==> src/rtl/mult_batch_sequencer_if.sv <==
// Bundle of control, register-file read and RAM write signals for the batch
// multiply sequencer. The master side is the top-level control that owns the
// register file and RAM; the slave side is the sequencer itself.
interface mult_batch_sequencer_if #(
  parameter int DATA_W    = 4,
  parameter int RF_ADR_W  = 3,
  parameter int RAM_ADR_W = 4
);

  // Batch request and parameters
  logic                   start;
  logic                   abort;
  logic [RF_ADR_W-1:0]    base_a;
  logic [RF_ADR_W-1:0]    base_b;
  logic [RAM_ADR_W-1:0]   ram_base;
  logic [RF_ADR_W:0]      count;

  // Register-file read ports (data is combinational from the address)
  logic [RF_ADR_W-1:0]    rf_adr_a;
  logic [RF_ADR_W-1:0]    rf_adr_b;
  logic [DATA_W-1:0]      rf_rdata_a;
  logic [DATA_W-1:0]      rf_rdata_b;

  // RAM write port
  logic                   ram_we;
  logic [RAM_ADR_W-1:0]   ram_addr;
  logic [2*DATA_W-1:0]    ram_wdata;

  // Status
  logic                   busy;
  logic                   done;
  logic [3:0]             st_out;

  modport master (
    output start, abort, base_a, base_b, ram_base, count,
    output rf_rdata_a, rf_rdata_b,
    input  rf_adr_a, rf_adr_b,
    input  ram_we, ram_addr, ram_wdata,
    input  busy, done, st_out
  );

  modport slave (
    input  start, abort, base_a, base_b, ram_base, count,
    input  rf_rdata_a, rf_rdata_b,
    output rf_adr_a, rf_adr_b,
    output ram_we, ram_addr, ram_wdata,
    output busy, done, st_out
  );

endinterface

==> src/rtl/mult_batch_sequencer.sv <==
// Batch controller for the register-file / multiplier / RAM datapath.
// One accepted start runs `count` jobs; job i multiplies rf[base_a+i] by
// rf[base_b+i] and writes the full-width product to ram[ram_base+i].
// Every job takes four cycles (FETCH, MUL, WRITE, NEXT) and a batch ends
// with a single DONE cycle. All outputs are registers loaded from the
// next-state value, so they present the Moore decode of the current state
// while never glitching.
module mult_batch_sequencer #(
  parameter int DATA_W    = 4,
  parameter int RF_ADR_W  = 3,
  parameter int RAM_ADR_W = 4
) (
  input  logic                    clk,
  input  logic                    reset,
  mult_batch_sequencer_if.slave   bus
);

  localparam int PROD_W = 2 * DATA_W;

  // State codes are visible on st_out, so they are fixed values.
  localparam logic [3:0] ST_IDLE  = 4'd0;
  localparam logic [3:0] ST_FETCH = 4'd1;
  localparam logic [3:0] ST_MUL   = 4'd2;
  localparam logic [3:0] ST_WRITE = 4'd3;
  localparam logic [3:0] ST_NEXT  = 4'd4;
  localparam logic [3:0] ST_DONE  = 4'd5;

  localparam logic [RF_ADR_W:0]    CNT_ZERO  = {(RF_ADR_W+1){1'b0}};
  localparam logic [RF_ADR_W:0]    CNT_ONE   = {{RF_ADR_W{1'b0}}, 1'b1};
  localparam logic [RF_ADR_W-1:0]  IDX_ZERO  = {RF_ADR_W{1'b0}};
  localparam logic [RF_ADR_W-1:0]  IDX_ONE   = {{(RF_ADR_W-1){1'b0}}, 1'b1};
  localparam logic [RAM_ADR_W-1:0] RAM_ZERO  = {RAM_ADR_W{1'b0}};
  localparam logic [DATA_W-1:0]    DATA_ZERO = {DATA_W{1'b0}};
  localparam logic [PROD_W-1:0]    PROD_ZERO = {PROD_W{1'b0}};

  // Register-file address of a job: base plus index, wrapping silently.
  function automatic logic [RF_ADR_W-1:0] rf_job_addr(
    input logic [RF_ADR_W-1:0] base,
    input logic [RF_ADR_W-1:0] idx
  );
    return base + idx;
  endfunction

  // RAM address of a job: base plus zero-extended index, wrapping silently.
  function automatic logic [RAM_ADR_W-1:0] ram_job_addr(
    input logic [RAM_ADR_W-1:0] base,
    input logic [RF_ADR_W-1:0]  idx
  );
    return base + RAM_ADR_W'(idx);
  endfunction

  // Unsigned full-width product, no truncation.
  function automatic logic [PROD_W-1:0] full_product(
    input logic [DATA_W-1:0] a,
    input logic [DATA_W-1:0] b
  );
    return PROD_W'(a) * PROD_W'(b);
  endfunction

  // FSM and batch bookkeeping
  logic [3:0]            state_r;
  logic [3:0]            state_nxt_s;
  logic [RF_ADR_W-1:0]   base_a_r;
  logic [RF_ADR_W-1:0]   base_b_r;
  logic [RAM_ADR_W-1:0]  ram_base_r;
  logic [RF_ADR_W:0]     count_r;
  logic [RF_ADR_W-1:0]   idx_r;
  logic [RF_ADR_W-1:0]   idx_inc_s;
  logic                  accept_s;
  logic                  last_job_s;
  logic                  advance_s;

  // Datapath registers
  logic [DATA_W-1:0]     op_a_r;
  logic [DATA_W-1:0]     op_b_r;
  logic [PROD_W-1:0]     product_r;

  // Output registers
  logic [RF_ADR_W-1:0]   rf_adr_a_r;
  logic [RF_ADR_W-1:0]   rf_adr_b_r;
  logic                  ram_we_r;
  logic [RAM_ADR_W-1:0]  ram_addr_r;
  logic                  busy_r;
  logic                  done_r;
  logic [3:0]            st_out_r;

  // A start is taken only in IDLE, and an abort in the same cycle cancels it.
  always_comb begin
    accept_s   = (state_r == ST_IDLE) && bus.start && !bus.abort;
    last_job_s = ({1'b0, idx_r} == (count_r - CNT_ONE));
    idx_inc_s  = idx_r + IDX_ONE;
    advance_s  = (state_r == ST_NEXT) && !bus.abort && !last_job_s;
  end

  // Next-state decode; abort from any busy state returns to IDLE.
  always_comb begin
    state_nxt_s = ST_IDLE;
    case (state_r)
      ST_IDLE: begin
        if (accept_s) begin
          if (bus.count == CNT_ZERO) begin
            state_nxt_s = ST_DONE;
          end else begin
            state_nxt_s = ST_FETCH;
          end
        end else begin
          state_nxt_s = ST_IDLE;
        end
      end
      ST_FETCH: begin
        if (bus.abort) begin
          state_nxt_s = ST_IDLE;
        end else begin
          state_nxt_s = ST_MUL;
        end
      end
      ST_MUL: begin
        if (bus.abort) begin
          state_nxt_s = ST_IDLE;
        end else begin
          state_nxt_s = ST_WRITE;
        end
      end
      ST_WRITE: begin
        if (bus.abort) begin
          state_nxt_s = ST_IDLE;
        end else begin
          state_nxt_s = ST_NEXT;
        end
      end
      ST_NEXT: begin
        if (bus.abort) begin
          state_nxt_s = ST_IDLE;
        end else if (last_job_s) begin
          state_nxt_s = ST_DONE;
        end else begin
          state_nxt_s = ST_FETCH;
        end
      end
      ST_DONE: begin
        state_nxt_s = ST_IDLE;
      end
      default: begin
        state_nxt_s = ST_IDLE;
      end
    endcase
  end

  // State register.
  always_ff @(posedge clk or negedge reset) begin
    if (!reset) begin
      state_r <= ST_IDLE;
    end else begin
      state_r <= state_nxt_s;
    end
  end

  // Latch the batch parameters once per accepted start; later input changes are ignored.
  always_ff @(posedge clk or negedge reset) begin
    if (!reset) begin
      base_a_r   <= IDX_ZERO;
      base_b_r   <= IDX_ZERO;
      ram_base_r <= RAM_ZERO;
      count_r    <= CNT_ZERO;
    end else if (accept_s) begin
      base_a_r   <= bus.base_a;
      base_b_r   <= bus.base_b;
      ram_base_r <= bus.ram_base;
      count_r    <= bus.count;
    end else begin
      base_a_r   <= base_a_r;
      base_b_r   <= base_b_r;
      ram_base_r <= ram_base_r;
      count_r    <= count_r;
    end
  end

  // Job index: cleared on start, stepped when NEXT loops back to FETCH.
  always_ff @(posedge clk or negedge reset) begin
    if (!reset) begin
      idx_r <= IDX_ZERO;
    end else if (accept_s) begin
      idx_r <= IDX_ZERO;
    end else if (advance_s) begin
      idx_r <= idx_inc_s;
    end else begin
      idx_r <= idx_r;
    end
  end

  // Capture both register-file operands while their addresses are presented.
  always_ff @(posedge clk or negedge reset) begin
    if (!reset) begin
      op_a_r <= DATA_ZERO;
      op_b_r <= DATA_ZERO;
    end else if (state_r == ST_FETCH) begin
      op_a_r <= bus.rf_rdata_a;
      op_b_r <= bus.rf_rdata_b;
    end else begin
      op_a_r <= op_a_r;
      op_b_r <= op_b_r;
    end
  end

  // Status outputs follow the state being entered so they line up with it.
  always_ff @(posedge clk or negedge reset) begin
    if (!reset) begin
      busy_r   <= 1'b0;
      done_r   <= 1'b0;
      ram_we_r <= 1'b0;
      st_out_r <= ST_IDLE;
    end else begin
      busy_r   <= (state_nxt_s != ST_IDLE);
      done_r   <= (state_nxt_s == ST_DONE);
      ram_we_r <= (state_nxt_s == ST_WRITE);
      st_out_r <= state_nxt_s;
    end
  end

  // RF read addresses: loaded on entry to FETCH, held otherwise.
  always_ff @(posedge clk or negedge reset) begin
    if (!reset) begin
      rf_adr_a_r <= IDX_ZERO;
      rf_adr_b_r <= IDX_ZERO;
    end else if ((state_nxt_s == ST_FETCH) && (state_r == ST_IDLE)) begin
      // First job of a batch: index is zero, use the incoming bases directly.
      rf_adr_a_r <= bus.base_a;
      rf_adr_b_r <= bus.base_b;
    end else if (state_nxt_s == ST_FETCH) begin
      rf_adr_a_r <= rf_job_addr(base_a_r, idx_inc_s);
      rf_adr_b_r <= rf_job_addr(base_b_r, idx_inc_s);
    end else begin
      rf_adr_a_r <= rf_adr_a_r;
      rf_adr_b_r <= rf_adr_b_r;
    end
  end

  // MUL stage: product and RAM address are loaded as WRITE is entered.
  always_ff @(posedge clk or negedge reset) begin
    if (!reset) begin
      ram_addr_r <= RAM_ZERO;
      product_r  <= PROD_ZERO;
    end else if (state_nxt_s == ST_WRITE) begin
      ram_addr_r <= ram_job_addr(ram_base_r, idx_r);
      product_r  <= full_product(op_a_r, op_b_r);
    end else begin
      ram_addr_r <= ram_addr_r;
      product_r  <= product_r;
    end
  end

  assign bus.rf_adr_a  = rf_adr_a_r;
  assign bus.rf_adr_b  = rf_adr_b_r;
  assign bus.ram_we    = ram_we_r;
  assign bus.ram_addr  = ram_addr_r;
  assign bus.ram_wdata = product_r;
  assign bus.busy      = busy_r;
  assign bus.done      = done_r;
  assign bus.st_out    = st_out_r;

endmodule
==> src/flat_wrapper.sv <==
// flat-port wrapper written by rule: the top's interface ports become plain ports
module mult_batch_sequencer_flat 
#(
  parameter int DATA_W    = 4,
  parameter int RF_ADR_W  = 3,
  parameter int RAM_ADR_W = 4
)
  (clk, reset, bus_start, bus_abort, bus_base_a, bus_base_b, bus_ram_base, bus_count, bus_rf_rdata_a, bus_rf_rdata_b, bus_rf_adr_a, bus_rf_adr_b, bus_ram_we, bus_ram_addr, bus_ram_wdata, bus_busy, bus_done, bus_st_out);
  mult_batch_sequencer_if #(.DATA_W(DATA_W), .RF_ADR_W(RF_ADR_W), .RAM_ADR_W(RAM_ADR_W)) bus_i ();
  input  logic clk;
  input  logic reset;
  input wire logic [$bits(bus_i.start)-1:0] bus_start;
  input wire logic [$bits(bus_i.abort)-1:0] bus_abort;
  input wire logic [$bits(bus_i.base_a)-1:0] bus_base_a;
  input wire logic [$bits(bus_i.base_b)-1:0] bus_base_b;
  input wire logic [$bits(bus_i.ram_base)-1:0] bus_ram_base;
  input wire logic [$bits(bus_i.count)-1:0] bus_count;
  input wire logic [$bits(bus_i.rf_rdata_a)-1:0] bus_rf_rdata_a;
  input wire logic [$bits(bus_i.rf_rdata_b)-1:0] bus_rf_rdata_b;
  output wire logic [$bits(bus_i.rf_adr_a)-1:0] bus_rf_adr_a;
  output wire logic [$bits(bus_i.rf_adr_b)-1:0] bus_rf_adr_b;
  output wire logic [$bits(bus_i.ram_we)-1:0] bus_ram_we;
  output wire logic [$bits(bus_i.ram_addr)-1:0] bus_ram_addr;
  output wire logic [$bits(bus_i.ram_wdata)-1:0] bus_ram_wdata;
  output wire logic [$bits(bus_i.busy)-1:0] bus_busy;
  output wire logic [$bits(bus_i.done)-1:0] bus_done;
  output wire logic [$bits(bus_i.st_out)-1:0] bus_st_out;
  assign bus_i.start = bus_start;
  assign bus_i.abort = bus_abort;
  assign bus_i.base_a = bus_base_a;
  assign bus_i.base_b = bus_base_b;
  assign bus_i.ram_base = bus_ram_base;
  assign bus_i.count = bus_count;
  assign bus_i.rf_rdata_a = bus_rf_rdata_a;
  assign bus_i.rf_rdata_b = bus_rf_rdata_b;
  assign bus_rf_adr_a = bus_i.rf_adr_a;
  assign bus_rf_adr_b = bus_i.rf_adr_b;
  assign bus_ram_we = bus_i.ram_we;
  assign bus_ram_addr = bus_i.ram_addr;
  assign bus_ram_wdata = bus_i.ram_wdata;
  assign bus_busy = bus_i.busy;
  assign bus_done = bus_i.done;
  assign bus_st_out = bus_i.st_out;
  mult_batch_sequencer #(.DATA_W(DATA_W), .RF_ADR_W(RF_ADR_W), .RAM_ADR_W(RAM_ADR_W)) u_core (.clk(clk), .reset(reset), .bus(bus_i));
endmodule
==> config.mk <==
export PLATFORM = sky130hd
export DESIGN_NAME = mult_batch_sequencer_flat
export DESIGN_NICKNAME = d
export VERILOG_FILES = /design/src/rtl/mult_batch_sequencer_if.sv /design/src/rtl/mult_batch_sequencer.sv /design/src/flat_wrapper.sv
export SDC_FILE = /design/constraint.sdc
export NUM_CORES = 1
export LEC_CHECK = 0
export CAP_MARGIN = 20
export CELL_PAD_IN_SITES_DETAIL_PLACEMENT = 1
export CELL_PAD_IN_SITES_GLOBAL_PLACEMENT = 1
export CORE_MARGIN = 3
export CORE_UTILIZATION = 37
export DETAILED_ROUTE_END_ITERATION = 12
export PLACE_DENSITY_LB_ADDON = 0.12
export SLEW_MARGIN = 20
export SYNTH_ARGS = -nofsm -noshare
export SYNTH_HDL_FRONTEND = slang
export SYNTH_SLANG_ARGS = --single-unit
==> constraint.sdc <==
create_clock -name clk -period 2.4 [get_ports clk]
set_input_delay 0.24 -clock clk [delete_from_list [all_inputs] [get_ports clk]]
set_output_delay 0.24 -clock clk [all_outputs]
set_load 0.02 [all_outputs]
Word level (Yosys, flattened, before mapping). Cells that the tools add are included.

Output and inout port bits: 25. Word-level logic and storage cells: 55. Register bits: 50.

Reductions and logical operators: 12. Multipliers: 1. Add/sub/neg operators: 5. Muxes and demuxes: 14. Eq/ne operators: 8.

Operator list (count): 3-bit two-way mux (9); 4-bit case mux with 5 select lines (1); 4-bit by 2-bit equality test with 1-bit output, second input constant (3); 4-bit by 1-bit equality test with 1-bit output, second input constant (2); 4-bit by 3-bit equality test with 1-bit output, second input constant (2); 4-bit logical NOT (2); 4-bit by 4-bit multiplier with 8-bit output (1); 4-bit two-way mux (2); 3-bit adder (2); 1-bit logical AND (5); 4-bit by 3-bit adder with 4-bit output (1); 3-bit by 4-bit equality test with 1-bit output (1); 2-bit two-way mux (2); 2-bit nonzero test (2); 4-bit nonzero test (1); 4-bit by 1-bit subtractor with 4-bit output, second input constant (1); 3-bit by 1-bit adder with 3-bit output, second input constant (1); 1-bit logical NOT (2).

Logic depth before layout (Yosys ltp). Gate-level depths: netlist of the first run.

Depth in word-level cells: 8. Gate-level depth with buffers: 11.

Worst setup path after synthesis of the first run. No wires, ideal clock.

Kind: register to register. Start point: register u_core.op_a_r[0]. End point: register u_core.product_r[6], in the netlist u_core.bus.ram_wdata[6]. Arrival: 2452 ps. Required time: 2266 ps. Period minus slack after synthesis: 2586 ps. Setup time: 134 ps. Stages on the path, launching flop included: 11. Path slack: -186 ps. Cell sequence: dfrtp_1 -> nand2_1 -> fa_1 -> fa_1 -> inv_1 -> fa_1 -> nand2_1 -> nand2_1 -> a21oi_1 -> xor2_1 -> o21ai_0.

Cells in the longest elaborated chain, start to end: 1.

RTL lines: start, declared (line mult_batch_sequencer.sv:74) `logic [DATA_W-1:0] op_a_r;`; start signal, assigned (line mult_batch_sequencer.sv:197) `op_a_r <= bus.rf_rdata_a;`; start signal, assigned (line mult_batch_sequencer.sv:200) `op_a_r <= op_a_r;`; 4-bit by 4-bit multiplier with 8-bit output (line mult_batch_sequencer.sv:57) `return PROD_W'(a) * PROD_W'(b);`; end signal, assigned (line mult_batch_sequencer.sv:245) `product_r <= full_product(op_a_r, op_b_r);`; end signal, assigned (line mult_batch_sequencer.sv:248) `product_r <= product_r;`; end, declared (line mult_batch_sequencer.sv:76) `logic [PROD_W-1:0] product_r;`.

Every way passes these cells. A chain may end at the register's enable or synchronous reset.

Worst setup path in the final report of the first run. Ends and elaborated chain as after synthesis.

==> results.tsv, run 1 <==
metric	value	unit
Synth async-reset ratio	100	%
final worst-path cycle share	105	%
io pins	51	
leakage	1.69	nW
FF+latch area	0.00123	mm2
DRT Pass-1 Iters	4	
fmax	398	MHz
Num CTS Buffers	5	
Worst-Skew Late Latency	0.30	ns
Post-Layout Cell Count	427	
Synth Area per Inst	10.7	um2
Final Hold Fails	0	
Least-Margin Pin Slew	0.761	ns
H-tree lvl count	2	
number of synthesized flops with an enable pin	0	
post-synth cell types	39	
HPWL Detailed	4810	um
Worst Clk Skew	0.00702	ns
Cells after Synth	260	
GRT Total Usage	15.6	%
maximum vdd drop	411	uV
Seq cells post-synth	49	
drt via density	4.75	
Die Ht	92.8	um
vias in the first global route	2208	
global-route wire length before repair	10600	um
Rel. slew slack	48.0	%
Worst Path Class, Setup	flip-flop to flip-flop	
starting density of the core	38.2	%
Rows	31	
worst min-delay path class	input pin to async pin	
setup TNS	-0.253	ns
total of max-cap violations	0	
Vias	2027	
Port Buffers	49	
CP arrival	2.71	ns
P&R area growth vs syn	30.9	%
multi-input logic area	0.00148	mm2
largest fanout on the critical path	3	
CTS tree	done	
CTS clk-pin slew, worst paths	0.09	ns
commonest non-fill, non-tap cells in the layout	nand2_1 (49), dfrtp_1 (49), clkdlybuf4s50_1 (48)	
largest net degree at the start of global routing	20	
startpoint types	flip-flop	
pwr dens	1070	mW/mm2
Mapped Nets	312	
post-route ant nets	0	
GRT overflow	0	
Iter 0 DRT Violations	58	
GP Congestion	0.756	
total power	3.89	mW
CTS Sinks	49	
max-slew violations	0	
WL/cell	14.2	um
Layout Nets	379	
Core Region	0.00729	mm2
fraction of layout cells with a size suffix above 1	21.3	%
Crit path required time	2.59	ns
fillcell total	841	
routed wire length	6080	um
Final WS setup	-0.115	ns
total number of yosys warnings	0	
kind of end point of the critical path	flip-flop	
RSZ-0062 raised after global routing	yes	
initial antenna violation count	0	
Placed Cells	414	
post-route minimum period	2.51	ns
failing checks	negative setup slack	
CTS Root Cell	clkbuf_8	
post-layout util	50.1	%
Die Wd	92.8	um
WHS	0.395	ns
detailed-route DRC error count	0	
Synth Flop Type	dfrtp_1	
DIE AREA	0.00862	mm2
CTS max path bufs	2	
sequential element share of the synthesized area	44.0	%
# setup viols final	4	
Antenna Cells	0	
outcome	finished, violations left	
mapped cell area	0.00279	mm2
worst max-delay path: stages (launching register included):
cell	delay, ns
dfrtp_1	0.41
nand2_1	0.11
fa_1	0.44
fa_1	0.54
inv_2	0.06
fa_2	0.35
nand2_1	0.07
nand2_1	0.06
a21oi_2	0.14
xor2_1	0.15
o21ai_1	0.07
what timing repair did:
action / 4_1_cts / 5_1_grt
endpoints found under the setup margin: 4 / 4
pin swaps: 1 / 8
gates resized for setup: 1 / 4
buffers inserted: 2 / 2
cloned: 0 / 0
hold buffers: 1 / 0
endpoints found under the hold margin: 17 / 0
flip-flops by register name, summed over array words and instances (netlist names):
| signal | flops |
|---|---|
| u_core.bus.ram_wdata | 8 |
| u_core.bus.ram_addr | 4 |
| u_core.count_r | 4 |
| u_core.op_a_r | 4 |
| u_core.op_b_r | 4 |
| u_core.ram_base_r | 4 |
| u_core.base_a_r | 3 |
| u_core.base_b_r | 3 |
| u_core.bus.rf_adr_a | 3 |
| u_core.bus.rf_adr_b | 3 |
| u_core.idx_r | 3 |
| u_core.state_r | 3 |
| u_core.bus.busy | 1 |
| u_core.bus.done | 1 |
| u_core.bus.ram_we | 1 |
where the power goes:
| part | internal, mW | leakage [nW] | switching [mW] | total, mW |
|---|---|---|---|---|
| combinational | 1.02 | 1.03 | 0.964 | 1.98 |
| clock | 0.339 | 0.0574 | 0.278 | 0.617 |
| sequential | 1.10 | 0.605 | 0.192 | 1.29 |
area by class of cell:
class | instances | share of cell area [%]
clock buffers | 6 | 2.26
clock inverters | 2 | 1.03
inverters | 17 | 1.75
multi-input cells | 185 | 40.5
flip-flops and latches | 49 | 33.6
well taps | 99 | 3.39
repair buffers | 69 | 17.5
routing by layer:
layer,vias up,routed length (um),GRT usage [%]
met5,-,0,0
met1,980,2900,20.9
met2,39,2850,25.2
li1,1002,-,-
met3,6,251,3.57
met4,0,79,4.76
path summary, 6_finish.rpt:
kind	start	to	slack, ns	depth (start not counted)
worst min register to register	u_core.bus.ram_wdata[2]	u_core.bus.ram_wdata[2]	0.48	2
worst max register to register	u_core.op_a_r[0]	u_core.bus.ram_wdata[6]	-0.11	10
worst min-delay path	reset	u_core.bus.rf_adr_b[2]	0.39	2
max in group asynchronous	reset	u_core.op_b_r[1]	1.42	3
min in group clk	u_core.bus.ram_wdata[2]	u_core.bus.ram_wdata[2]	0.48	2
worst max-delay path	u_core.op_a_r[0]	u_core.bus.ram_wdata[6]	-0.11	10
synth_stat cells, drive strengths merged, types with 6 or more instances:
cell,n,area (um2)
fa,7,140
xor2,7,61.3
inv,17,63.8
mux2,28,315
nand2,51,191
and2,8,50.1
buf,6,38.8
xnor2,8,70.1
o21ai,11,55.1
a21oi,8,40.0
ha,19,238
dfrtp,49,1230
nor2,6,22.5
kinds of logic (layout without fill, tap and decap cells):
| group | count (synthesis) | after routing | share of synthesized area, % |
|---|---|---|---|
| AO/OA/AOI/OAI | 28 | 28 | 6.51 |
| XOR/XNOR | 15 | 15 | 4.71 |
| adder cells (fa/ha/maj) | 26 | 26 | 13.5 |
| buffers and inverters | 26 | 94 | 4.08 |
| flip-flops | 49 | 49 | 44.0 |
| multiplexers | 29 | 29 | 11.7 |
| other | 1 | 1 | 0.134 |
| AND/OR/NAND/NOR | 86 | 86 | 15.4 |
stage by stage:
stage	setup WS, ns	instance area (um2)
global placement	-0.0508	3480
global route	-0.252	3650
detailed placement	-0.121	3480
CTS	-0.129	3630
floorplan	-0.00190	2810
finish	-0.115	3650
(Power assumes the default switching activity.)
==> inputs of run 2 (changes only) <==
--- a/config.mk
+++ b/config.mk
@@ -16,3 +16,4 @@
 export SYNTH_ARGS = -nofsm -noshare
 export SYNTH_HDL_FRONTEND = slang
 export SYNTH_SLANG_ARGS = --single-unit
+export TNS_END_PERCENT = 50
==> run 2 against run 1 <==
Against the previous run: the run still ends with negative setup slack left; setup slack did not move; register-to-register slack barely moved; flip-flop and latch count did not move; non-clock buffer count did not move; power did not move; largest power group unchanged; highest routed layer unchanged.
==> results.tsv, run 2 (synthesized netlist as in run 1, its figures left out) <==
metric	value	unit	change
largest net degree at the start of global routing	20		unchanged
Rows	31		unchanged
Worst Path Class, Setup	flip-flop to flip-flop		
Worst path most repeated cell	nand2_1		
FF+latch area	0.00123	mm2	unchanged
starting density of the core	38.2	%	unchanged
Antenna Cells	0		unchanged
Final WS setup	-0.115	ns	unchanged
Iter 0 DRT Violations	60		+3.4%
Least-Margin Pin Slew	0.761	ns	unchanged
global-route wire length before repair	10600	um	unchanged
startpoint types	flip-flop		
Placed Cells	414		unchanged
r2r startpoint	u_core.op_a_r[0]		
critical path capture point	u_core.bus.ram_wdata[6]		
detailed-route DRC error count	0		unchanged
total power	3.89	mW	unchanged
RSZ-0062 raised after global routing	yes		
r2r endpoint	u_core.bus.ram_wdata[6]		
routed wire length	6080	um	unchanged
max reg flops	8		unchanged
GP Congestion	0.756		unchanged
Die Wd	92.8	um	unchanged
fraction of layout cells with a size suffix above 1	21.3	%	unchanged
Core Region	0.00729	mm2	unchanged
post-route ant nets	0		unchanged
CP max-delay cell	fa_1		
initial antenna violation count	0		unchanged
fmax	398	MHz	unchanged
Final Hold Fails	0		unchanged
commonest non-fill, non-tap cells in the layout	nand2_1 (49), dfrtp_1 (49), clkdlybuf4s50_1 (48)		
CP startpoint	u_core.op_a_r[0]		
largest fanout on the critical path	3		unchanged
Max stage delay on crit path	0.54	ns	about the same
Die Ht	92.8	um	unchanged
outcome	finished, violations left		
fillcell total	841		unchanged
post-route minimum period	2.51	ns	unchanged
max-slew violations	0		unchanged
pwr dens	1070	mW/mm2	unchanged
GRT overflow	0		unchanged
Post-Layout Cell Count	427		unchanged
DRT Pass-1 Iters	4		unchanged
maximum vdd drop	411	uV	unchanged
multi-input logic area	0.00148	mm2	unchanged
Crit path required time	2.59	ns	about the same
worst min-delay path class	input pin to async pin		
Num CTS Buffers	5		unchanged
Comb pwr share	51.0	%	about the same
vias in the first global route	2208		unchanged
sequential power share	33.1	%	about the same
CTS Root Cell	clkbuf_8		
CP arrival	2.71	ns	about the same
kind of end point of the critical path	flip-flop		
H-tree lvl count	2		unchanged
# setup viols final	4		unchanged
worst-path cell chain	nand2_1 -> fa_1 -> fa_1 -> inv_2 -> fa_2 -> nand2_1 -> nand2_1 -> a21oi_2 -> xor2_1 -> o21ai_1		
leakage	1.69	nW	unchanged
internal power	2.46	mW	unchanged
failing checks	negative setup slack		
total of max-cap violations	0		unchanged
DIE AREA	0.00862	mm2	unchanged
CTS tree	done		
CTS Sinks	49		unchanged
final worst-path cycle share	105	%	unchanged
Vias	2027		unchanged
Worst-Skew Late Latency	0.30	ns	about the same
Port Buffers	49		unchanged
Layout Nets	379		unchanged
HPWL Detailed	4810	um	unchanged
io pins	51		unchanged
GRT Total Usage	15.6	%	unchanged
Worst Clk Skew	0.00702	ns	unchanged
P_sw	1.43	mW	unchanged
Rel. slew slack	48.0	%	unchanged
CTS clk-pin slew, worst paths	0.09	ns	about the same
WHS	0.395	ns	unchanged
WL/cell	14.2	um	unchanged
FF-to-FF path depth	10		unchanged
CTS max path bufs	2		unchanged
clock share of power	15.9	%	about the same
switching part of the total	36.8	%	unchanged
P&R area growth vs syn	30.9	%	unchanged
drt via density	4.75		unchanged
R2R setup slack	-0.11	ns	about the same
## run 2: cell counts in the layout (fill, tap and decap cells not counted)
Identical to the previous run, type by type.
## run 2: worst min-delay path by stage
stage                     start                     end  slack (ns)
final                     reset  u_core.bus.rf_adr_b[2]        0.39
after global routing      reset  u_core.bus.rf_adr_b[2]        0.42
after CTS                 reset  u_core.bus.rf_adr_b[2]        0.41
after detailed placement  reset  u_core.bus.rf_adr_b[2]        0.20
after global placement    reset  u_core.bus.rf_adr_b[2]        0.20
after floorplan           reset      u_core.base_a_r[0]       -0.06
## run 2: layout make-up
| type | count | share of cell area [%] |
|---|---|---|
| clock buffer | 6 | 2.26 |
| clock inverter | 2 | 1.03 |
| inverter | 17 | 1.75 |
| multi-input combinational | 185 | 40.5 |
| sequential | 49 | 33.6 |
| tap | 99 | 3.39 |
| timing repair buffer | 69 | 17.5 |
## run 2: timing repair
action / CTS / global route
pin swaps: 1 / 8
buffers inserted: 2 / 2
setup endpoints to repair: 4 / 4
hold endpoints to repair: 17 / 0
resized for setup: 1 / 4
hold buffers: 1 / 0
## run 2: worst max-delay path, delay by kind of cell (launching register included)
kind                       cells  cell delay [ns]
AOI/OAI and AO/OA              2             0.21
xor gates and xnor gates       1             0.15
adders and majority gates      3             1.33
buffers and inverters          1             0.06
DFF                            1             0.41
and+or+nand+nor                3             0.24
## run 2: routing by layer
metal / track usage (%) / routed length [um] / share of wire [%]
met1: 20.9 / 2900 / 48
met2: 25.2 / 2850 / 47
met3: 3.57 / 251 / 4.1
met4: 4.76 / 79 / 1.3
met5: 0 / 0 / 0
## run 2: per-stage QoR
stage / setup TNS (ns) / util, % / worst slack, ns / instance area (um2)
after detailed placement: -0.321 / 47.8 / -0.121 / 3480
after CTS: -0.357 / 49.8 / -0.129 / 3630
after global routing: -0.819 / 50.1 / -0.252 / 3650
after global placement: -0.0921 / 47.8 / -0.0508 / 3480
final: -0.253 / 50.1 / -0.115 / 3650
after floorplan: -0.00190 / - / -0.00190 / 2810
## run 2: power by group through the flow
| stage | logic (mW) | registers [mW] | clock network (mW) |
|---|---|---|---|
| 4_1_cts | 2.00 | 1.29 | 0.643 |
| 3_3_place_gp | 1.90 | 1.29 | 0 |
| 6_report | 1.98 | 1.29 | 0.617 |
| 5_1_grt | 2.23 | 1.34 | 0.679 |
| 3_5_place_dp | 1.97 | 1.31 | 0 |
| 2_1_floorplan | 1.05 | 1.46 | 0 |
